--- src/rtl/watch_mode_ctrl.sv ---
`default_nettype none
// =============================================================================
// Module   : watch_mode_ctrl
// Purpose  : Button conditioning, mode select and alarm/timer buzzer arbitration
// Revision : 1.0
// =============================================================================
module watch_mode_ctrl #(
    parameter int DEBOUNCE     = 250000,
    parameter int ALERT_CYCLES = 30000000
) (
    input  logic       clk,
    input  logic       rst_n,
    input  logic       up_i,
    input  logic       down_i,
    input  logic       left_i,
    input  logic       right_i,
    input  logic       enter_i,
    input  logic       esc_i,
    input  logic [6:0] norm,
    input  logic [6:0] alarm_req,
    output logic [6:0] mode,
    output logic [2:0] mode_idx,
    output logic       up_p,
    output logic       down_p,
    output logic       left_p,
    output logic       right_p,
    output logic       enter_p,
    output logic       esc_p,
    output logic       alarm,
    output logic [2:0] alarm_src,
    output logic [6:0] alarm_ack
);

    localparam int CW = $clog2(DEBOUNCE);
    localparam int TW = $clog2(ALERT_CYCLES);
    localparam logic [CW-1:0] c_DB_LAST    = CW'(DEBOUNCE - 1);
    localparam logic [TW-1:0] c_ALERT_LAST = TW'(ALERT_CYCLES - 1);

    typedef enum logic [0:0] {
        S_NORMAL = 1'b0,
        S_ALERT  = 1'b1
    } state_t;

    // Bit order everywhere: {esc, enter, right, left, down, up}
    logic [5:0] w_raw;
    logic [5:0] w_ev;

    assign w_raw = {esc_i, enter_i, right_i, left_i, down_i, up_i};

    for (genvar gi = 0; gi < 6; gi++) begin : g_btn
        logic          r_s1;
        logic          r_s2;
        logic          r_db;
        logic          r_ev;
        logic [CW-1:0] r_cnt;

        always_ff @(posedge clk or negedge rst_n) begin
            if (!rst_n) begin
                r_s1  <= 1'b0;
                r_s2  <= 1'b0;
                r_db  <= 1'b0;
                r_ev  <= 1'b0;
                r_cnt <= '0;
            end else begin
                r_s1 <= ~w_raw[gi];
                r_s2 <= r_s1;
                r_ev <= 1'b0;
                if (r_s2 != r_db) begin
                    if (r_cnt == c_DB_LAST) begin
                        r_db  <= r_s2;
                        r_cnt <= '0;
                        r_ev  <= r_s2;
                    end else begin
                        r_cnt <= r_cnt + CW'(1);
                    end
                end else begin
                    r_cnt <= '0;
                end
            end
        end

        assign w_ev[gi] = r_ev;
    end

    state_t        r_state;
    logic [2:0]    r_mode_idx;
    logic [5:0]    r_p;
    logic          r_alarm;
    logic [2:0]    r_src;
    logic [6:0]    r_ack;
    logic [6:0]    r_pending;
    logic [6:0]    r_req;
    logic [6:0]    r_req_d;
    logic [TW-1:0] r_timer;

    logic [6:0]    w_rise;
    logic [6:0]    w_rise_eff;
    logic [6:0]    w_src_oh;
    logic [6:0]    w_clr;
    logic          w_ack_now;
    logic [2:0]    w_low_idx;
    logic          w_norm_ok;
    logic [2:0]    w_idx_inc;
    logic [2:0]    w_idx_dec;

    assign w_rise    = r_req & ~r_req_d;
    assign w_src_oh  = 7'b0000001 << r_src;
    assign w_ack_now = (r_state == S_ALERT) && ((|w_ev) || (r_timer == c_ALERT_LAST));
    // The source being alerted cannot re-arm itself while its alert is live
    assign w_rise_eff = (r_state == S_ALERT) ? (w_rise & ~w_src_oh) : w_rise;
    assign w_clr      = w_ack_now ? w_src_oh : 7'b0000000;
    assign w_norm_ok  = norm[r_mode_idx];
    assign w_idx_inc  = (r_mode_idx == 3'd6) ? 3'd0 : r_mode_idx + 3'd1;
    assign w_idx_dec  = (r_mode_idx == 3'd0) ? 3'd6 : r_mode_idx - 3'd1;

    always_comb begin
        w_low_idx = 3'd0;
        for (int i = 6; i >= 0; i--) begin
            if (r_pending[i]) begin
                w_low_idx = 3'(i);
            end
        end
    end

    always_ff @(posedge clk or negedge rst_n) begin
        if (!rst_n) begin
            r_state    <= S_NORMAL;
            r_mode_idx <= 3'd0;
            r_p        <= 6'b000000;
            r_alarm    <= 1'b0;
            r_src      <= 3'd0;
            r_ack      <= 7'b0000000;
            r_pending  <= 7'b0000000;
            r_req      <= 7'b0000000;
            r_req_d    <= 7'b0000000;
            r_timer    <= '0;
        end else begin
            r_req     <= alarm_req;
            r_req_d   <= r_req;
            r_pending <= (r_pending | w_rise_eff) & ~w_clr;
            r_p       <= 6'b000000;
            r_ack     <= 7'b0000000;
            case (r_state)
                S_NORMAL: begin
                    if (|r_pending) begin
                        // Entering ALERT swallows any button event of this cycle
                        r_state <= S_ALERT;
                        r_alarm <= 1'b1;
                        r_src   <= w_low_idx;
                        r_timer <= '0;
                    end else begin
                        if (w_ev[0]) begin
                            if (w_norm_ok) r_mode_idx <= w_idx_inc;
                            else           r_p[0]     <= 1'b1;
                        end else if (w_ev[1]) begin
                            if (w_norm_ok) r_mode_idx <= w_idx_dec;
                            else           r_p[1]     <= 1'b1;
                        end
                        r_p[5:2] <= w_ev[5:2];
                    end
                end
                S_ALERT: begin
                    if (w_ack_now) begin
                        r_state <= S_NORMAL;
                        r_alarm <= 1'b0;
                        r_ack   <= w_src_oh;
                    end else begin
                        r_timer <= r_timer + TW'(1);
                    end
                end
                default: r_state <= S_NORMAL;
            endcase
        end
    end

    assign mode      = 7'b0000001 << r_mode_idx;
    assign mode_idx  = r_mode_idx;
    assign up_p      = r_p[0];
    assign down_p    = r_p[1];
    assign left_p    = r_p[2];
    assign right_p   = r_p[3];
    assign enter_p   = r_p[4];
    assign esc_p     = r_p[5];
    assign alarm     = r_alarm;
    assign alarm_src = r_src;
    assign alarm_ack = r_ack;

endmodule
`default_nettype wire
--- config.mk ---
export PLATFORM = sky130hd
export DESIGN_NAME = watch_mode_ctrl
export DESIGN_NICKNAME = d
export VERILOG_FILES = /design/src/rtl/watch_mode_ctrl.sv
export SDC_FILE = /design/constraint.sdc
export NUM_CORES = 1
export LEC_CHECK = 0
export ABC_CLOCK_PERIOD_IN_PS = 2600
export BUFFER_PORTS_ARGS = -buffer_cell sky130_fd_sc_hd__buf_2
export CORE_ASPECT_RATIO = 0.6
export CORE_UTILIZATION = 55
export CTS_CLUSTER_SIZE = 20
export DETAILED_ROUTE_END_ITERATION = 16
export PLACE_DENSITY = 0.73
export SKIP_LAST_GASP = 1
export SYNTH_ARGS = -nofsm -noshare
export SYNTH_HDL_FRONTEND = slang
export SYNTH_SLANG_ARGS = --single-unit
--- constraint.sdc ---
create_clock -name clk -period 2.6 [get_ports clk]
set_input_delay 0.26 -clock clk [delete_from_list [all_inputs] [get_ports clk]]
set_output_delay 0.26 -clock clk [all_outputs]
set_load 0.01 [all_outputs]
==> metrics.txt <==
Fill cells=1,305; CTS clk-pin slew, worst paths=70 ps; crit path time final=2320 ps; Compound-Gate Fraction of Synth Area=6.51%; dominant cells by area after synthesis=dfrtp_1 (54%), nor2_1 (6.2%), xnor2_1 (5.6%); post-route setup TNS=0 ps; initial antenna violation count=0; core area=16,400 um2; Die W=170 um; CTS Buf Count=17; post-synthesis cell count=913; die height=103 um; Mapped Area=9260 um2; Setup Crit Path Kind=flop to flop; Post-synth EDFFs=0; async set-reset flop share out of synthesis=100%; vias=6,726; CTS tree=yes; post-synthesis sequential area ratio=53.8%; Starting Density=56.6%; layout cell share with drive strength beyond 1=11.3%; Seq. cell area=4980 um2; setup bufs post-CTS=0; slew margin rel.=60.4%; Final Hold Fails=0; CP peak stage delay=450 ps; CP cell instances=ha_1, and4_1, nand3_2, o21ai_1, buf_4, nand3_2, o32a_1; Clk Latency, worst-skew pair=430 ps; Residual DRC=0; root buffer cell=clkbuf_16; Longest Clk Path Bufs=2; Max stage delay cell, worst path=dfrtp_1; Slew Limit Fails=0; # nets final=1,015; Pleak=0.00462 uW; # setup viols final=0; Routed Antenna Nets=0; detailed placement HPWL=12,300 um; Layout area overhead=14.0%; area fraction in and, or, nand and nor cells after synthesis=23.8%; Cell Pwr Density=596 nW/um2; wire per inst=14.9 um; Max FO, Critical Path=21; Port Buf Inserts=48; Max Clock Freq=431 MHz; Adder-Cell Fraction of Synth Area=1.76%; via/cell ratio=5.51; vias in the first global route=6,150; DRT iter0 DRCs=502; GRT Residual Overflow=0; synth warn=0; Yosys top cell by area=dfrtp_1; clk_skew=14.3 ps; largest net degree at the start of global routing=59; worst hold slack=321 ps; startpoint types=flop; GR Util All Layers=22.8%; CP arrival=2630 ps; synthesized-area fraction occupied by xor and xnor cells=9.93%; Hold Path Class=input port to asynchronous set/reset pin; Req. time, crit path=2910 ps; router iterations before antenna repair=5; critical path's most frequent cell=nand3_2; Multi-input gate area=4050 um2; CP Capture Type=flop; Main synth FF type=dfrtp_1; Final period util=89.2%; Peak supply drop=0.430 mV; maxcap violations=0; flops & latches, synth=199; I/O Pins=49; pin slew with the least headroom to its limit=590 ps; largest family of logic cells by synthesized area=simple AND/OR/NAND/NOR gates; proportion of synthesized area in mux cells=1.65%; unrepaired setup endpoints after global routing=no; Placement Rows=36; first-pass GRT wire length=30,900 um; synth unique cells=68; syn_nets=948; outcome=finished, final reports clean; die area=17,400 um2; Sink Count=199; # diodes=0; synthesized area per cell=10.1 um2; synth cell count leaders=dfrtp_1 (199), nor2_1 (153), nand2_1 (65); routability cong.=0.854; count leader, synth=dfrtp_1; top cell type's share of synthesized area=53.8%; total wire length=18,200 um; H-tree depth=4
sequential cells by signal (all words and copies together) (netlist names):
register and count:
mode_idx 3, r_p 6, r_req_d 7, g_btn.r_s2 6
r_state 1, r_timer 25, g_btn.r_ev 6, alarm_src 3
r_pending 7, alarm 1, g_btn.r_db 6, r_req 7
g_btn.r_s1 6, g_btn.r_cnt 108, alarm_ack 7
placed cells by master, fill, tap and decap left out, types with 9 or more instances in the layout:
cell type	count
and2_1	12
nand4_1	30
and3_1	20
a21oi_1	11
nor2b_1	9
nand2_1	65
dfrtp_1	199
inv_1	34
a31oi_1	12
nand3_1	53
dlygate4sd3_1	14
xor2_1	46
nor4_1	10
nor2_1	153
ha_1	13
buf_4	11
o21ai_0	15
nor3_1	22
buf_2	47
clkbuf_16	17
xnor2_1	59
and4_1	9
final timing paths:
| path | startpoint | endpoint | slack [ps] | depth (start not counted) |
|---|---|---|---|---|
| min in group clk | g_btn[1].r_s1$_DFF_PN0_ | g_btn[1].r_s2$_DFF_PN0_ | 360 | 0 |
| max in group asynchronous | rst_n | g_btn[3].r_cnt[15]$_DFF_PN0_ | 1640 | 3 |
| worst max-delay path | r_timer[0]$_DFFE_PN0P_ | r_pending[4]$_DFF_PN0_ | 280 | 7 |
| worst min register to register | g_btn[1].r_s1$_DFF_PN0_ | g_btn[1].r_s2$_DFF_PN0_ | 360 | 0 |
| worst min-delay path | rst_n | r_req_d[3]$_DFF_PN0_ | 320 | 2 |
| worst max register to register | r_timer[0]$_DFFE_PN0P_ | r_pending[4]$_DFF_PN0_ | 280 | 7 |
per-stage QoR:
stage	power (uW)	utilization (%)	setup WS [ps]	std cells	instance area (um2)
floorplan	3550	-	430	913	9260
detailed placement	3700	60.1	231	1175	9820
global placement	3690	60.1	365	1175	9820
CTS	6350	64.5	219	1220	10500
finish	6290	64.6	282	1221	10600
global route	6550	64.6	91.8	1221	10600
worst max-delay path, delay by kind of cell (launching register included):
kind                       cells  cell delay (ps)
and+or+nand+nor                3              720
AOI/OAI and AO/OA              2              530
DFF                            1              450
buffers and inverters          1              280
adders and majority gates      1              230
report_power, final:
group / switching, uW / total [uW] / internal (uW)
combinational: 200 / 365 / 166
clock: 1220 / 2630 / 1410
sequential: 117 / 3300 / 3180
total: 1530 / 6290 / 4760
layer usage:
layer	wire length (um)	GRT usage (%)	vias to the layer above
met5	0	0	-
met4	130	5.61	0
met3	788	5.41	15
met2	7710	32.5	129
met1	9580	35.1	3272
li1	-	-	3310
logic make-up (layout without fill, tap and decap cells):
kind of cell    Yosys count  in the layout
xor+xnor                105            105
flops                   199            199
buf+inv                  62            142
simple gates            437            437
fa+ha+maj                13             13
compound gates           84             84
mux                      13             13
layout make-up:
| type | count | area share [%] |
|---|---|---|
| clock buffer | 20 | 4.33 |
| inverter | 34 | 1.21 |
| sequential | 199 | 47.2 |
| multi-input combinational | 652 | 38.3 |
| clock inverter | 12 | 1.24 |
| timing repair buffer | 76 | 5.04 |
| tap | 228 | 2.70 |
what timing repair did:
item / in CTS / in global routing
gates resized for setup: 0 / 1
endpoints found under the setup margin: 0 / 1
hold endpoints to repair: 51 / 1
hold buffers: 13 / 1
Note: power is estimated with default switching activity, not from simulation.
